[src/rtl/lsu_pkg.sv]
// lsu_pkg: shared state encoding, funct3 codes and access-size mask for the load/store unit
package lsu_pkg;
  typedef enum logic [2:0] {IDLE, ISSUE0, ISSUE1, WAIT, RESP} lsu_state_t;
  localparam logic [2:0] F3_B  = 3'b000;
  localparam logic [2:0] F3_H  = 3'b001;
  localparam logic [2:0] F3_W  = 3'b010;
  localparam logic [2:0] F3_BU = 3'b100;
  localparam logic [2:0] F3_HU = 3'b101;
  function automatic logic [3:0] size_mask(input logic [2:0] f3);
    return (f3 == F3_B || f3 == F3_BU) ? 4'b0001 :
           (f3 == F3_H || f3 == F3_HU) ? 4'b0011 :
           (f3 == F3_W)                ? 4'b1111 : 4'b0000;
  endfunction
endpackage

[src/rtl/lsu_align.sv]
// lsu_align: byte-lane placement of store data/enables and extension of merged load data
module lsu_align
  import lsu_pkg::*;
(
  input  logic [2:0]  funct3_i,
  input  logic [1:0]  off_i,
  input  logic [31:0] wdata_i,
  input  logic [31:0] lo_i,
  input  logic [31:0] hi_i,
  output logic [7:0]  m8_o,
  output logic [63:0] d64_o,
  output logic        split_o,
  output logic [31:0] rdata_o
);
  logic [31:0] r;
  always_comb begin
    m8_o    = {4'b0000, size_mask(funct3_i)} << off_i;
    d64_o   = {32'b0, wdata_i} << {off_i, 3'b000};
    split_o = |m8_o[7:4];
    r       = 32'({hi_i, lo_i} >> {off_i, 3'b000});
    rdata_o = (funct3_i == F3_B)  ? {{24{r[7]}}, r[7:0]}   :
              (funct3_i == F3_BU) ? {24'b0, r[7:0]}        :
              (funct3_i == F3_H)  ? {{16{r[15]}}, r[15:0]} :
              (funct3_i == F3_HU) ? {16'b0, r[15:0]}       : r;
  end
endmodule

[src/rtl/load_store_unit.sv]
// load_store_unit: single-request data-memory initiator that splits word-crossing accesses
module load_store_unit
  import lsu_pkg::*;
#(
  parameter int ADDR_W = 9,
  parameter int DATA_W = 32
) (
  input  logic              clk,
  input  logic              reset,
  input  logic              req_valid,
  output logic              req_ready,
  input  logic              req_store,
  input  logic [2:0]        req_funct3,
  input  logic [ADDR_W-1:0] req_addr,
  input  logic [DATA_W-1:0] req_wdata,
  output logic              resp_valid,
  output logic [DATA_W-1:0] resp_rdata,
  output logic              resp_err,
  output logic [ADDR_W-1:0] mem_raddress,
  output logic [ADDR_W-1:0] mem_waddress,
  output logic [DATA_W-1:0] mem_wdata,
  output logic [3:0]        mem_wr,
  input  logic [DATA_W-1:0] mem_rdata
);
  lsu_state_t        state_q, state_d;
  logic              store_q, store_d, accept, err, split;
  logic [2:0]        f3_q, f3_d;
  logic [ADDR_W-1:0] addr_q, addr_d, word0, word1;
  logic [DATA_W-1:0] wdata_q, wdata_d, lo_q, hi_q, ext;
  logic [7:0]        m8;
  logic [63:0]       d64;
  // The _d request fields let the memory outputs for ISSUE0 be loaded on the accept edge itself
  always_comb begin
    req_ready = state_q == IDLE && !reset;
    accept    = req_valid && req_ready;
    store_d   = accept ? req_store : store_q;
    f3_d      = accept ? req_funct3 : f3_q;
    addr_d    = accept ? req_addr : addr_q;
    wdata_d   = accept ? req_wdata : wdata_q;
    err       = size_mask(f3_d) == 4'b0000 || (store_d && f3_d[2]);
    word0     = {addr_d[ADDR_W-1:2], 2'b00};
    word1     = word0 + ADDR_W'(4);
    state_d   = (state_q == IDLE)   ? (accept ? (err ? RESP : ISSUE0) : IDLE) :
                (state_q == ISSUE0) ? (split ? ISSUE1 : store_q ? RESP : WAIT) :
                (state_q == ISSUE1) ? (store_q ? RESP : WAIT) :
                (state_q == WAIT)   ? RESP : IDLE;
  end
  lsu_align u_align (
    .funct3_i(f3_d),
    .off_i   (addr_d[1:0]),
    .wdata_i (wdata_d),
    .lo_i    (lo_q),
    .hi_i    (hi_q),
    .m8_o    (m8),
    .d64_o   (d64),
    .split_o (split),
    .rdata_o (ext)
  );
  always_ff @(posedge clk) begin
    if (reset) begin
      state_q      <= IDLE;
      store_q      <= 1'b0;
      f3_q         <= 3'b000;
      addr_q       <= '0;
      wdata_q      <= '0;
      lo_q         <= '0;
      hi_q         <= '0;
      resp_valid   <= 1'b0;
      resp_rdata   <= '0;
      resp_err     <= 1'b0;
      mem_raddress <= '0;
      mem_waddress <= '0;
      mem_wdata    <= '0;
      mem_wr       <= 4'b0000;
    end else begin
      state_q <= state_d;
      store_q <= store_d;
      f3_q    <= f3_d;
      addr_q  <= addr_d;
      wdata_q <= wdata_d;
      mem_wr  <= (store_d && state_d == ISSUE0) ? m8[3:0] :
                 (store_d && state_d == ISSUE1) ? m8[7:4] : 4'b0000;
      if (state_d == ISSUE0 && store_d) begin
        mem_waddress <= word0;
        mem_wdata    <= d64[31:0];
      end
      if (state_d == ISSUE1 && store_d) begin
        mem_waddress <= word1;
        mem_wdata    <= d64[63:32];
      end
      if (state_d == ISSUE0 && !store_d) mem_raddress <= word0;
      if (state_d == ISSUE1 && !store_d) mem_raddress <= word1;
      if (state_q == ISSUE1) lo_q <= mem_rdata;
      if (state_q == WAIT && split) hi_q <= mem_rdata;
      if (state_q == WAIT && !split) lo_q <= mem_rdata;
      resp_valid <= state_q == RESP;
      resp_err   <= state_q == RESP && err;
      resp_rdata <= (state_q == RESP && !store_q && !err) ? ext : '0;
    end
  end
endmodule

[config.mk]
export PLATFORM = sky130hd
export DESIGN_NAME = load_store_unit
export DESIGN_NICKNAME = d
export VERILOG_FILES = /design/src/rtl/lsu_pkg.sv /design/src/rtl/lsu_align.sv /design/src/rtl/load_store_unit.sv
export SDC_FILE = /design/constraint.sdc
export NUM_CORES = 1
export LEC_CHECK = 0
export ABC_AREA = 1
export ABC_CLOCK_PERIOD_IN_PS = 2760
export BUFFER_PORTS_ARGS = -buffer_cell sky130_fd_sc_hd__buf_2
export CORE_AREA = 2 2 199 123
export DETAILED_ROUTE_END_ITERATION = 7
export DIE_AREA = 0 0 201 125
export PLACE_DENSITY = 0.58
export SYNTH_ARGS = -nofsm -noshare
export SYNTH_HDL_FRONTEND = slang
export SYNTH_SLANG_ARGS = --single-unit
[constraint.sdc]
create_clock -name clk -period 2.76 [get_ports clk]
set_input_delay 0.69 -clock clk [delete_from_list [all_inputs] [get_ports clk]]
set_output_delay 0.69 -clock clk [all_outputs]
set_load 0.1 [all_outputs]
## Word level (Yosys, flattened, before mapping)

Cells that the tools add are included.

| operators by class | value |
|---|---|
| add/subtract/negate cells | 1 |
| eq/ne operators | 10 |
| shift operators | 3 |
| muxes and demuxes | 29 |
| bitwise logic cells | 1 |
| reductions and logical operators | 28 |

Operator list:

| operator | count |
|---|---|
| $mux 32 | 9 |
| $shl 32x5->64 | 1 |
| $shr 64x5->32 | 1 |
| $mux 9 | 5 |
| $mux 3 | 9 |
| $mux 4 | 5 |
| $eq 3x2->1 const B | 4 |
| $logic_and 1x1->1 | 12 |
| $add 9x3->9 const B | 1 |
| $eq 3x1->1 const B | 3 |
| $eq 3x3->1 const B | 3 |
| $shl 4x2->8 | 1 |
| $logic_not 3->1 | 2 |
| $reduce_bool 2->1 | 3 |
| $logic_not 1->1 | 5 |
| $logic_not 4->1 | 1 |
| $reduce_or 4->1 | 1 |
| $logic_or 1x1->1 | 3 |
| $reduce_or 2->1 | 1 |
| $mux 1 | 1 |
| $not 1->1 | 1 |

| storage, ports and cells | value |
|---|---|
| register bits after elaboration | 200 |
| output and inout port bits | 89 |

## Longest topological paths before layout

Gate-level depths: netlist of the first run.

| depth | value |
|---|---|
| word-level depth | 17 |
| gate-level depth with buffers | 15 |
| gate-level depth less buffers | 14 |

## Hierarchy

Synthesis of the first run repeated with hierarchy kept, for this count alone.

| unflattened totals | value |
|---|---|
| cells, all modules | 1588 |
| area total of the unflattened synthesis | 10380.0 sq um |

Modules (own cells, without submodules):

| module | times used | cells each | area an instance (sq um) | seq. area each (sq um) |
|---|---|---|---|---|
| load_store_unit | 1 | 1129 | 8211.6 | 3923.8 |
| lsu_align | 1 | 459 | 2168.3 | 0.0 |

## Worst setup path after synthesis of the first run

No wires, ideal clock.

| timing | value |
|---|---|
| path kind | input port to output port |
| from | input reset |
| to | output req_ready |
| arrival time | 3.168 ns |
| slack | -1.098 ns |
| stages on the path | 3 |
| cell sequence | clkbuf_1 > clkbuf_1 > nor3_1 |

| between the ends | value |
|---|---|
| longest elaborated chain between the ends | 2 |

Ends and longest elaborated chain:

| what | RTL line | source |
|---|---|---|
| start: declaration | load_store_unit.sv:9 | `input logic reset,` |
| $logic_not 1->1 | load_store_unit.sv:34 | `req_ready = state_q == IDLE && !reset;` |
| $logic_and 1x1->1 | load_store_unit.sv:34 |  |
| end: declaration | load_store_unit.sv:11 | `output logic req_ready,` |

Every way passes these cells.

## Worst setup path after layout of the first run

| timing | value |
|---|---|
| from | register state_q[2] |
| to | register resp_rdata[29] |

| between the ends | value |
|---|---|
| longest elaborated chain between the ends | 14 |
| elaborated cells between the ends (all ways) | 30 |
| those cells by class | eq/ne (5); shift (1); mux (10); bitwise (1); reduce/logical (13) |

Ends and longest elaborated chain:

| what | RTL line | source |
|---|---|---|
| start: declaration | load_store_unit.sv:25 | `lsu_state_t state_q, state_d;` |
| start signal: assignment | load_store_unit.sv:76 | `state_q <= state_d;` |
| $logic_not 3->1 | load_store_unit.sv:34 |  |
| $logic_and 1x1->1 | load_store_unit.sv:34 |  |
| $logic_and 1x1->1 | load_store_unit.sv:35 | `accept = req_valid && req_ready;` |
| $mux 3 | load_store_unit.sv:37 | `f3_d = accept ? req_funct3 : f3_q;` |
| $eq 3x2->1, or another cell as far along | lsu_pkg.sv:12 | `(f3 == F3_W) ? 4'b1111 : 4'b0000;` |
| $mux 4 or $logic_or 1x1->1 (tied branches) | lsu_pkg.sv:12, lsu_pkg.sv:11 |  |
| $mux 4 | lsu_pkg.sv:11 | `(f3 == F3_H \|\| f3 == F3_HU) ? 4'b0011 :` |
| $mux 4 | lsu_pkg.sv:10 | `return (f3 == F3_B \|\| f3 == F3_BU) ? 4'b0001 :` |
| $logic_not 4->1 | load_store_unit.sv:40 | `err = size_mask(f3_d) == 4'b0000 \|\| (store_d && f3_d[2]);` |
| $logic_or 1x1->1 | load_store_unit.sv:40 |  |
| $logic_not 1->1 | load_store_unit.sv:98 | `resp_rdata <= (state_q == RESP && !store_q && !err) ? ext : '0;` |
| $logic_and 1x1->1 | load_store_unit.sv:98 |  |
| $not 1->1 (no line) | - |  |
| $reduce_or 2->1 (no line) | - |  |
| end signal: assignment | load_store_unit.sv:98 |  |
| end: declaration | load_store_unit.sv:17 | `output logic [DATA_W-1:0] resp_rdata,` |

Several ways; a longest one is shown, not always the timed one.
A chain may end at the register's enable or synchronous reset.

==> flow_metrics.py, run 1 <==
metrics = {
    "clocking": {
        "htreeDepth": 4,
        "numCtsBuffers": 17,
        "path_clk_slew_ns": 0.07,
        "cts_tree": "yes",
        "clk_path_buf_depth": 2,
        "cts.hold.buffers_added": 0,
        "clock_latency_ns": 0.44,
        "cts_resized": 0,
        "post-cts-setup-buffers": 0,
        "cts.sinks": 188,
        "clock_tree.root_cell": "clkbuf_16",
    },
    "worst_setup_path": {
        "arrival_ns": 2.80,
        "worstSetupPathType": "register to register",
        "cp_max_fo": 32,
        "cp.required_ns": 3.13,
        "end_kind": "register",
        "critPathLaunchType": "register",
    },
    "sta": {
        "max_slew_margin_pct": 46.97,
        "hold_viol": 0,
        "fin_crit_sh_pct": 88.26,
        "rsz0062_at_grt": "no",
        "tns_ns": 0,
        "fmax_ghz": 0.4105,
        "layout_setup_ws_ns": 0.3239,
        "fin_hold_ws_ns": 0.4649,
        "fin_crit_ns": 2.436,
        "slew_violations": 0,
        "finClkSkew_ns": 0.01175,
        "worst_pin_slew_ns": 0.7872,
        "setup_violations": 0,
    },
    "routing": {
        "post-route-drc-count": 0,
        "wl_met2_um": 11390,
        "route.met3.wl_um": 2809,
        "num_vias": 9371,
        "routed_wl_um": 31420,
        "dr.pass1.iters": 7,
        "routed.top_layer": "met5",
        "drt_iter0_drc": 1049,
        "final_antenna_net_count": 0,
        "via_per_inst": 5.074,
        "wl_per_cell_um": 17.01,
        "wl_met1_um": 16970,
    },
    "worst_hold_path": {
        "min_path_type": "register to register",
    },
    "finish": {
        "n_antenna_cell": 0,
        "fin_util_pct": 47.39,
        "final_common_cell": "nand2_1",
        "multi_input_comb_area_sq_um": 4571,
        "finalInstanceArea_sq_um": 11140,
        "n_fill_cell": 2423,
        "final_cells": 1847,
        "drive_gt1_share_pct": 20.00,
        "fin_nets": 1594,
        "final_cell_mix": "nand2_1, nor2_1, dfxtp_1",
        "synthToLayoutAreaGrowth_pct": 21.61,
        "regArea_sq_um": 3764,
    },
    "yosys": {
        "ys_warn_count": 0,
        "synth_top_area_share_pct": 41.09,
        "synth_fa_ha_area_share_pct": 0.1366,
        "synth-seq-area-share_pct": 41.09,
        "synth_area_leaders": "dfxtp_1, nand2_1, nor2_1",
        "avgSynthCellArea_sq_um": 6.716,
        "synth-compound-area-share_pct": 16.51,
        "netlist_area_sq_um": 9160,
        "synth.distinct_cells": 38,
        "synth_mux_area_share_pct": 0,
        "synth_area_leader_cell": "dfxtp_1",
        "yosys.area_share.simple_pct": 32.59,
        "synth_top_family_by_area": "simple AND/OR/NAND/NOR gates",
        "ys_ff_latch": 188,
        "postSynthCellCount": 1364,
        "synth_xor_area_share_pct": 0.2868,
    },
    "grt": {
        "grt_max_degree": 62,
        "track_usage_pct": 24.70,
        "grt_pass1_wl_um": 47930,
        "antenna_found_initial": 1,
        "grt_pass1_vias": 7912,
        "grt-ovfl-total": 0,
    },
    "floorplanning": {
        "rows": 44,
        "die_x_um": 201,
        "initial_utilization_pct": 38.97,
        "core_sq_um": 23510,
        "ioPinCount": 169,
        "die_area_sq_um": 25130,
        "die_h_um": 125,
    },
    "placed_design": {
        "gp_congestion": 0.9296,
        "dpl.hpwl_um": 23140,
        "place_area_sq_um": 10520,
        "dp.cells": 1816,
        "pre_cts_slack_ns": 0.05432,
        "numPortBuffers": 164,
    },
    "power_and_ir_drop": {
        "total_power_mw": 10.01,
        "vdd.ir_drop.worst_mv": 0.6431,
        "powerDensity_nw_per_um2": 899.0,
        "p_leak_nw": 5.204,
    },
    "run": {
        "drv_cap": 0,
    },
    "status": {
        "status": "complete, no violations",
    },
}
-- cell usage after synthesis --
cell / n
nand2_4: 1
clkbuf_1: 36
nand2_1: 325
conb_1: 1
or2_2: 8
o22ai_1: 9
buf_2: 36
nor2_1: 195
o21ai_0: 130
nand4_1: 18
nand2_2: 11
o21ai_1: 20
nand3b_1: 3
inv_1: 86
a211oi_1: 1
inv_2: 7
buf_4: 14
o31ai_1: 1
nand3b_4: 1
a21oi_1: 90
nand4_2: 1
or2_0: 6
o211ai_1: 18
nor3_1: 3
o21ai_2: 11
xor2_1: 3
or2_1: 1
o21a_2: 1
nor2_4: 2
dfxtp_1: 188
nand3_1: 119
ha_1: 1
buf_6: 5
nand3_4: 1
buf_1: 7
nand3_2: 2
nand4_4: 1
clkinv_1: 1
-- report_power, final --
part / internal (mW) / switching [mW]
clock: 1.52 / 1.13
sequential: 3.05 / 0.203
combinational: 1.18 / 2.94
-- logic make-up (layout without fill, tap and decap cells) --
kind of cell	count (synthesis)	in the layout
adder cells (fa/ha/maj)	1	1
AO/OA/AOI/OAI	281	281
AND/OR/NAND/NOR	698	698
buffers and inverters	192	350
other	1	4
XOR/XNOR	3	3
flip-flops	188	188
-- final timing paths --
| check | from | to | slack (ns) | depth (start not counted) |
|---|---|---|---|---|
| max | state_q[2] | resp_rdata[29] | 0.32 | 11 |
| min | mem_wdata[31] | mem_wdata[31] | 0.46 | 2 |
| max reg2reg | state_q[2] | resp_rdata[29] | 0.32 | 11 |
| min reg2reg | mem_wdata[31] | mem_wdata[31] | 0.46 | 2 |
-- final cells by class --
cell class | instances | share of cell area (%)
multi-input cells | 987 | 41.03
well taps | 322 | 3.617
inverters | 94 | 3.167
repair buffers | 225 | 12.83
clock inverters | 13 | 1.719
clock buffers | 18 | 3.853
flip-flops and latches | 188 | 33.79
-- registers in the layout (all words and copies together) (netlist names) --
name,count
addr_q,9
f3_q,3
hi_q,24
lo_q,32
mem_raddress,7
mem_waddress,7
mem_wdata,32
mem_wr,4
resp_err,1
resp_rdata,32
resp_valid,1
state_q,3
store_q,1
wdata_q,32
-- critical path: stages (launching register included) --
cell	delay (ns)
dfxtp_1	0.36
nor2_4	0.26
nand3_4	0.21
nand2_1	0.12
nand2_2	0.09
buf_12	0.17
buf_4	0.23
o21ai_0	0.42
o21ai_0	0.13
o21ai_0	0.15
nand2_1	0.07
a21oi_1	0.13
-- metal layers --
metal	global-route usage (%)	vias to the layer above
met5	0	-
met4	4.575	2
met3	6.309	20
met2	29.57	368
met1	41.93	4255
li1	-	4726
(Power assumes the default switching activity.)
==> run 2: changes to the inputs <==
--- a/config.mk
+++ b/config.mk
@@ -12,6 +12,7 @@
 export DETAILED_ROUTE_END_ITERATION = 7
 export DIE_AREA = 0 0 201 125
 export PLACE_DENSITY = 0.58
+export REMOVE_ABC_BUFFERS = 1
 export SYNTH_ARGS = -nofsm -noshare
 export SYNTH_HDL_FRONTEND = slang
 export SYNTH_SLANG_ARGS = --single-unit
==> run 2 against run 1 <==
Worst setup slack worse by 0.082 ns. Clock-buffer cell count stayed put. First-iteration DRC count is 36% lower. Worst hold slack worse by 0.0030 ns. Highest routed layer is now met4. Combinational power is 3% lower. Sequential power hardly changed. Non-clock buffer count is 8 higher. Wire length is 6.7% lower. Via count hardly changed.
==> flow_metrics.py, run 2 (synthesis results as in run 1) <==
metrics = {
    "sta": {
        "max_slew_margin_pct": 63.22,
        "rsz0062_at_grt": "no",
        "worst_pin_slew_ns": 0.5485,
        "layout_setup_ws_ns": 0.2423,
        "fmax_ghz": 0.3972,
        "setup_violations": 0,
        "finClkSkew_ns": 0.01322,
        "fin_crit_ns": 2.518,
        "slew_violations": 0,
        "fin_crit_sh_pct": 91.22,
        "hold_viol": 0,
    },
    "routing": {
        "post-route-drc-count": 0,
        "num_vias": 9365,
        "final_antenna_net_count": 0,
        "wl_per_cell_um": 15.80,
        "drt_iter0_drc": 674,
        "dr.pass1.iters": 5,
        "via_per_inst": 5.046,
        "routed_wl_um": 29320,
    },
    "power_and_ir_drop": {
        "p_leak_nw": 5.256,
        "powerDensity_nw_per_um2": 880.0,
        "vdd.ir_drop.worst_mv": 0.5819,
    },
    "worst_setup_path": {
        "cp.required_ns": 2.07,
        "r2r_cells": 10,
        "r2r_start": "state_q[2]",
        "arrival_ns": 1.83,
        "r2r_slack_ns": 0.30,
        "r2r-end": "mem_raddress[6]",
        "crit_start": "reset",
        "critPathLaunchType": "input pin",
        "cp_max_fo": 40,
        "worstSetupPathType": "input pin to primary output",
        "end_kind": "primary output",
        "cp-endpoint": "req_ready",
    },
    "clocking": {
        "numCtsBuffers": 17,
        "cts.sinks": 188,
        "htreeDepth": 4,
        "cts_resized": 0,
        "cts_tree": "yes",
        "post-cts-setup-buffers": 0,
        "path_clk_slew_ns": 0.06,
        "cts.hold.buffers_added": 0,
        "clock_tree.root_cell": "clkbuf_16",
        "clk_path_buf_depth": 2,
        "clock_latency_ns": 0.45,
    },
    "placed_design": {
        "numPortBuffers": 164,
        "place_area_sq_um": 10570,
        "dpl.hpwl_um": 20230,
        "gp_congestion": 0.8549,
        "pre_cts_slack_ns": -0.009820,
    },
    "finish": {
        "final_common_cell": "nand2_1",
        "synthToLayoutAreaGrowth_pct": 22.20,
        "n_antenna_cell": 0,
        "fin_nets": 1602,
        "n_fill_cell": 2453,
        "fin_util_pct": 47.62,
        "drive_gt1_share_pct": 20.53,
        "final_cell_mix": "nand2_1, nor2_1, dfxtp_1",
        "finalInstanceArea_sq_um": 11190,
    },
    "grt": {
        "grt-ovfl-total": 0,
        "grt_pass1_vias": 8396,
        "grt_max_degree": 60,
        "track_usage_pct": 23.33,
        "grt_pass1_wl_um": 46530,
        "antenna_found_initial": 0,
    },
    "floorplanning": {
        "initial_utilization_pct": 38.97,
        "die_x_um": 201,
        "ioPinCount": 169,
        "die_area_sq_um": 25130,
        "rows": 44,
        "die_h_um": 125,
        "core_sq_um": 23510,
    },
    "status": {
        "status": "complete, no violations",
    },
    "worst_hold_path": {
        "holdPathStages": 2,
        "min_path_type": "register to register",
    },
    "run": {
        "drv_cap": 0,
    },
}
-- run 2: routing by layer --
layer	vias to the layer above	wire (um)	track usage (%)
li1	4731	-	-
met1	4269	15300	37.09
met2	349	11420	31.57
met3	16	2378	5.188
met4	0	223	4.488
met5	-	0	0
-- run 2: stage by stage --
| stage | hold WS, ns | power [mW] | TNS, ns | std cells |
|---|---|---|---|---|
| after floorplan | 0.4353 | 5.896 | -197.98 | 1269 |
| after detailed placement | 0.4534 | 7.235 | -0.009820 | 1824 |
| final | 0.4619 | 9.850 | 0 | 1856 |
| after global routing | 0.4731 | 10.47 | 0 | 1856 |
| after CTS | 0.4544 | 9.870 | 0 | 1856 |
| after global placement | 0.4506 | 7.204 | 0 | 1824 |
-- run 2: final cells by class --
type	instances	area (sq um)	area share (%)
Sequential cell	188	3764	33.62
Clock buffer	18	439.2	3.924
Clock inverter	14	181.4	1.621
Multi-Input combinational cell	987	4559	40.73
Timing Repair Buffer	233	1494	13.35
Inverter	94	352.8	3.152
Tap cell	322	402.9	3.599
-- run 2: worst max-delay path: stages --
cell and delay, ns:
buf_4 0.15, buf_4 0.30, nor3_1 0.32, buf_4 0.17, buf_12 0.16
-- run 2: worst min-delay path by stage --
stage                       start  endpoint  slack [ns]
floorplan                hi_q[16]  hi_q[16]        0.44
global placement         hi_q[19]  hi_q[19]        0.45
detailed placement       hi_q[23]  hi_q[23]        0.45
CTS                 mem_rdata[25]  lo_q[25]        0.45
global route        mem_rdata[27]  lo_q[27]        0.47
finish                   hi_q[23]  hi_q[23]        0.46
-- run 2: where the power goes --
part	leakage (nW)	switching, mW	internal, mW
clock	0.302	1.16	1.47
combinational	3.43	2.79	1.20
sequential	1.52	0.181	3.05
==> run 3: changes to the inputs <==
--- a/config.mk
+++ b/config.mk
@@ -8,11 +8,12 @@
 export ABC_AREA = 1
 export ABC_CLOCK_PERIOD_IN_PS = 2760
 export BUFFER_PORTS_ARGS = -buffer_cell sky130_fd_sc_hd__buf_2
-export CORE_AREA = 2 2 199 123
+export CORE_AREA = 2 2 211 130
 export DETAILED_ROUTE_END_ITERATION = 7
-export DIE_AREA = 0 0 201 125
+export DIE_AREA = 0 0 213 132
 export PLACE_DENSITY = 0.58
 export REMOVE_ABC_BUFFERS = 1
 export SYNTH_ARGS = -nofsm -noshare
 export SYNTH_HDL_FRONTEND = slang
+export SYNTH_HIERARCHICAL = 1
 export SYNTH_SLANG_ARGS = --single-unit
==> run 3 against run 2 <==
Utilization up 1.8 points. Via count up 9.5%. Sequential share of layout area down 4.4 points. Non-clock buffer count up 74. Power up 14%. Global-route usage down 1.4 points. Die area up 12%. Wire length up 7.4%.
==> flow_metrics.py, run 3 <==
metrics = {
    "status": {
        "status": "complete, no violations",
    },
    "sta": {
        "layout_setup_ws_ns": 0.06062,
        "setup_violations": 0,
        "finClkSkew_ns": 0.009623,
        "fin_crit_sh_pct": 97.80,
        "fmax_ghz": 0.3705,
        "slew_violations": 0,
        "fin_crit_ns": 2.699,
        "rsz0062_at_grt": "yes",
        "tns_ns": 0,
        "hold_viol": 0,
        "worst_pin_slew_ns": 0.9851,
        "max_slew_margin_pct": 34.33,
    },
    "routing": {
        "routed.top_layer": "met5",
        "wl_met1_um": 16320,
        "wl_met2_um": 12580,
        "post-route-drc-count": 0,
        "wl_per_cell_um": 14.65,
        "routed_wl_um": 31500,
        "final_antenna_net_count": 0,
        "num_vias": 10260,
        "route.met3.wl_um": 2130,
        "dr.pass1.iters": 5,
        "drt_iter0_drc": 710,
        "via_per_inst": 4.770,
    },
    "worst_setup_path": {
        "end_kind": "register",
        "path_cells": "nor2_4 > buf_12 > nand4_4 > o21ai_2 > inv_2 > buf_6 > nand3_4 > o21ai_4 > nand2_2 > nand2_4 > o21ai_2 > nand2_1 > buf_4 > nand3_4 > nor2_8 > buf_6 > buf_4 > a22oi_1 > nor2_1",
        "r2r-end": "mem_wr[2]",
        "cp.required_ns": 3.06,
        "crit_start": "state_q[1]",
        "r2r_slack_ns": 0.06,
        "r2r_start": "state_q[1]",
        "cpMaxStageDelayCell": "dfxtp_2",
        "cp_num_buf_inv": 6,
        "worstSetupPathType": "register to register",
        "cp_max_fo": 5,
        "cpLargestDelayFamily": "simple AND/OR/NAND/NOR gates",
        "critPathMaxStageDelay_ns": 0.33,
        "r2r_cells": 19,
        "arrival_ns": 3.00,
        "critPathLaunchType": "register",
    },
    "placed_design": {
        "dp.cells": 2095,
        "numPortBuffers": 164,
        "place_area_sq_um": 11830,
        "dpl.hpwl_um": 20290,
        "gp_congestion": 0.8660,
        "pre_cts_slack_ns": -0.6548,
    },
    "power_and_ir_drop": {
        "combPwrFrac_pct": 49.1,
        "vdd.ir_drop.worst_mv": 0.4537,
        "p_sw_mw": 4.893,
        "p_seq_share_pct": 28.9,
        "total_power_mw": 11.21,
        "p_leak_nw": 6.382,
        "switching_share_pct": 43.66,
        "internal_power_mw": 6.314,
        "powerDensity_nw_per_um2": 870.2,
        "p_clk_share_pct": 22.0,
    },
    "worst_hold_path": {
        "holdPathStages": 2,
        "min_path_type": "register to register",
        "worstHoldEndpoint": "mem_wdata[4]",
        "worstHoldStart": "mem_wdata[4]",
    },
    "grt": {
        "grt_pass1_vias": 9428,
        "grt_max_degree": 106,
        "antenna_found_initial": 2,
        "track_usage_pct": 21.91,
        "grt-ovfl-total": 0,
        "grt_pass1_wl_um": 49010,
    },
    "floorplanning": {
        "ioPinCount": 169,
        "die_area_sq_um": 28120,
        "initial_utilization_pct": 38.81,
        "rows": 46,
        "core_sq_um": 26070,
        "die_x_um": 213,
        "die_h_um": 132,
    },
    "finish": {
        "fin_nets": 1859,
        "drive_gt1_share_pct": 24.09,
        "final_common_cell": "nand2_1",
        "final_cells": 2150,
        "n_fill_cell": 2682,
        "synthToLayoutAreaGrowth_pct": 27.26,
        "finalInstanceArea_sq_um": 12880,
        "final_cell_mix": "nand2_1, inv_1, nor2_1",
    },
    "yosys": {
        "avgSynthCellArea_sq_um": 6.504,
        "ys_warn_count": 6,
        "postSynthCellCount": 1556,
        "netlist_area_sq_um": 10120,
    },
    "clocking": {
        "clock_tree.root_cell": "clkbuf_16",
        "clock_latency_ns": 0.45,
        "clk_path_buf_depth": 2,
        "path_clk_slew_ns": 0.07,
        "cts.sinks": 188,
        "numCtsBuffers": 17,
        "htreeDepth": 4,
        "cts_tree": "yes",
    },
    "run": {
        "drv_cap": 0,
    },
}
## run 3: cell count changes in the layout (fill, tap and decap cells not counted), moves of 13 or more
cell / delta
o21ai_1: +14
nand3_1: -19
nand4_1: -13
nand2_1: +32
a211oi_1: +33
or2_2: +27
o211ai_1: -18
buf_4: +52
o21ai_0: -27
inv_1: +124
## run 3: tightest hold or removal path, cell delays in order (launching register included)
cell and delay, ns:
dfxtp_1 0.31, nand2_1 0.06, a21oi_1 0.05
## run 3: power groups by stage
| stage | Clock (mW) | Sequential (mW) | Combinational, mW |
|---|---|---|---|
| floorplan | 0 | 4.23 | 2.48 |
| global placement | 0 | 3.29 | 5.01 |
| detailed placement | 0 | 3.30 | 5.04 |
| CTS | 2.53 | 3.24 | 5.20 |
| global route | 2.64 | 3.28 | 6.04 |
| finish | 2.47 | 3.24 | 5.50 |
## run 3: stage by stage
stage	hold slack, ns	util, %
3_3_place_gp	0.4565	45.38
4_1_cts	0.4432	48.16
6_report	0.4601	49.40
5_1_grt	0.4727	49.40
3_5_place_dp	0.4522	45.38
2_1_floorplan	0.4650	-
## run 3: repair_timing
action / in CTS / in global routing
pin swaps: 4 / 7
cloned: 1 / 7
setup endpoints to repair: 49 / 74
hold buffers: 0 / 0
buffers inserted: 11 / 6
gates resized for setup: 11 / 41
## run 3: worst max-delay path by stage
stage                      end  cells after the start
2_1_floorplan  mem_waddress[3]                     15
3_3_place_gp   mem_raddress[7]                     21
3_5_place_dp     mem_wdata[20]                     20
4_1_cts              mem_wr[2]                     22
5_1_grt          mem_wdata[14]                     19
6_report             mem_wr[2]                     19
## run 3: cell type report
cell class | count | area (sq um) | share of cell area (%)
Antenna cell | 1 | 2.502 | 0.01943
Clock buffer | 22 | 474.2 | 3.682
Clock inverter | 8 | 92.59 | 0.7189
Inverter | 223 | 840.8 | 6.529
Multi-Input combinational cell | 1041 | 4999 | 38.81
Sequential cell | 188 | 3766 | 29.24
Tap cell | 360 | 450.4 | 3.498
Timing Repair Buffer | 307 | 2253 | 17.50
## run 3: metal layers
layer	GRT usage, %	vias up
li1	-	5277
met4	6.410	2
met2	31.25	306
met3	4.359	33
met1	32.93	4637
met5	0	-
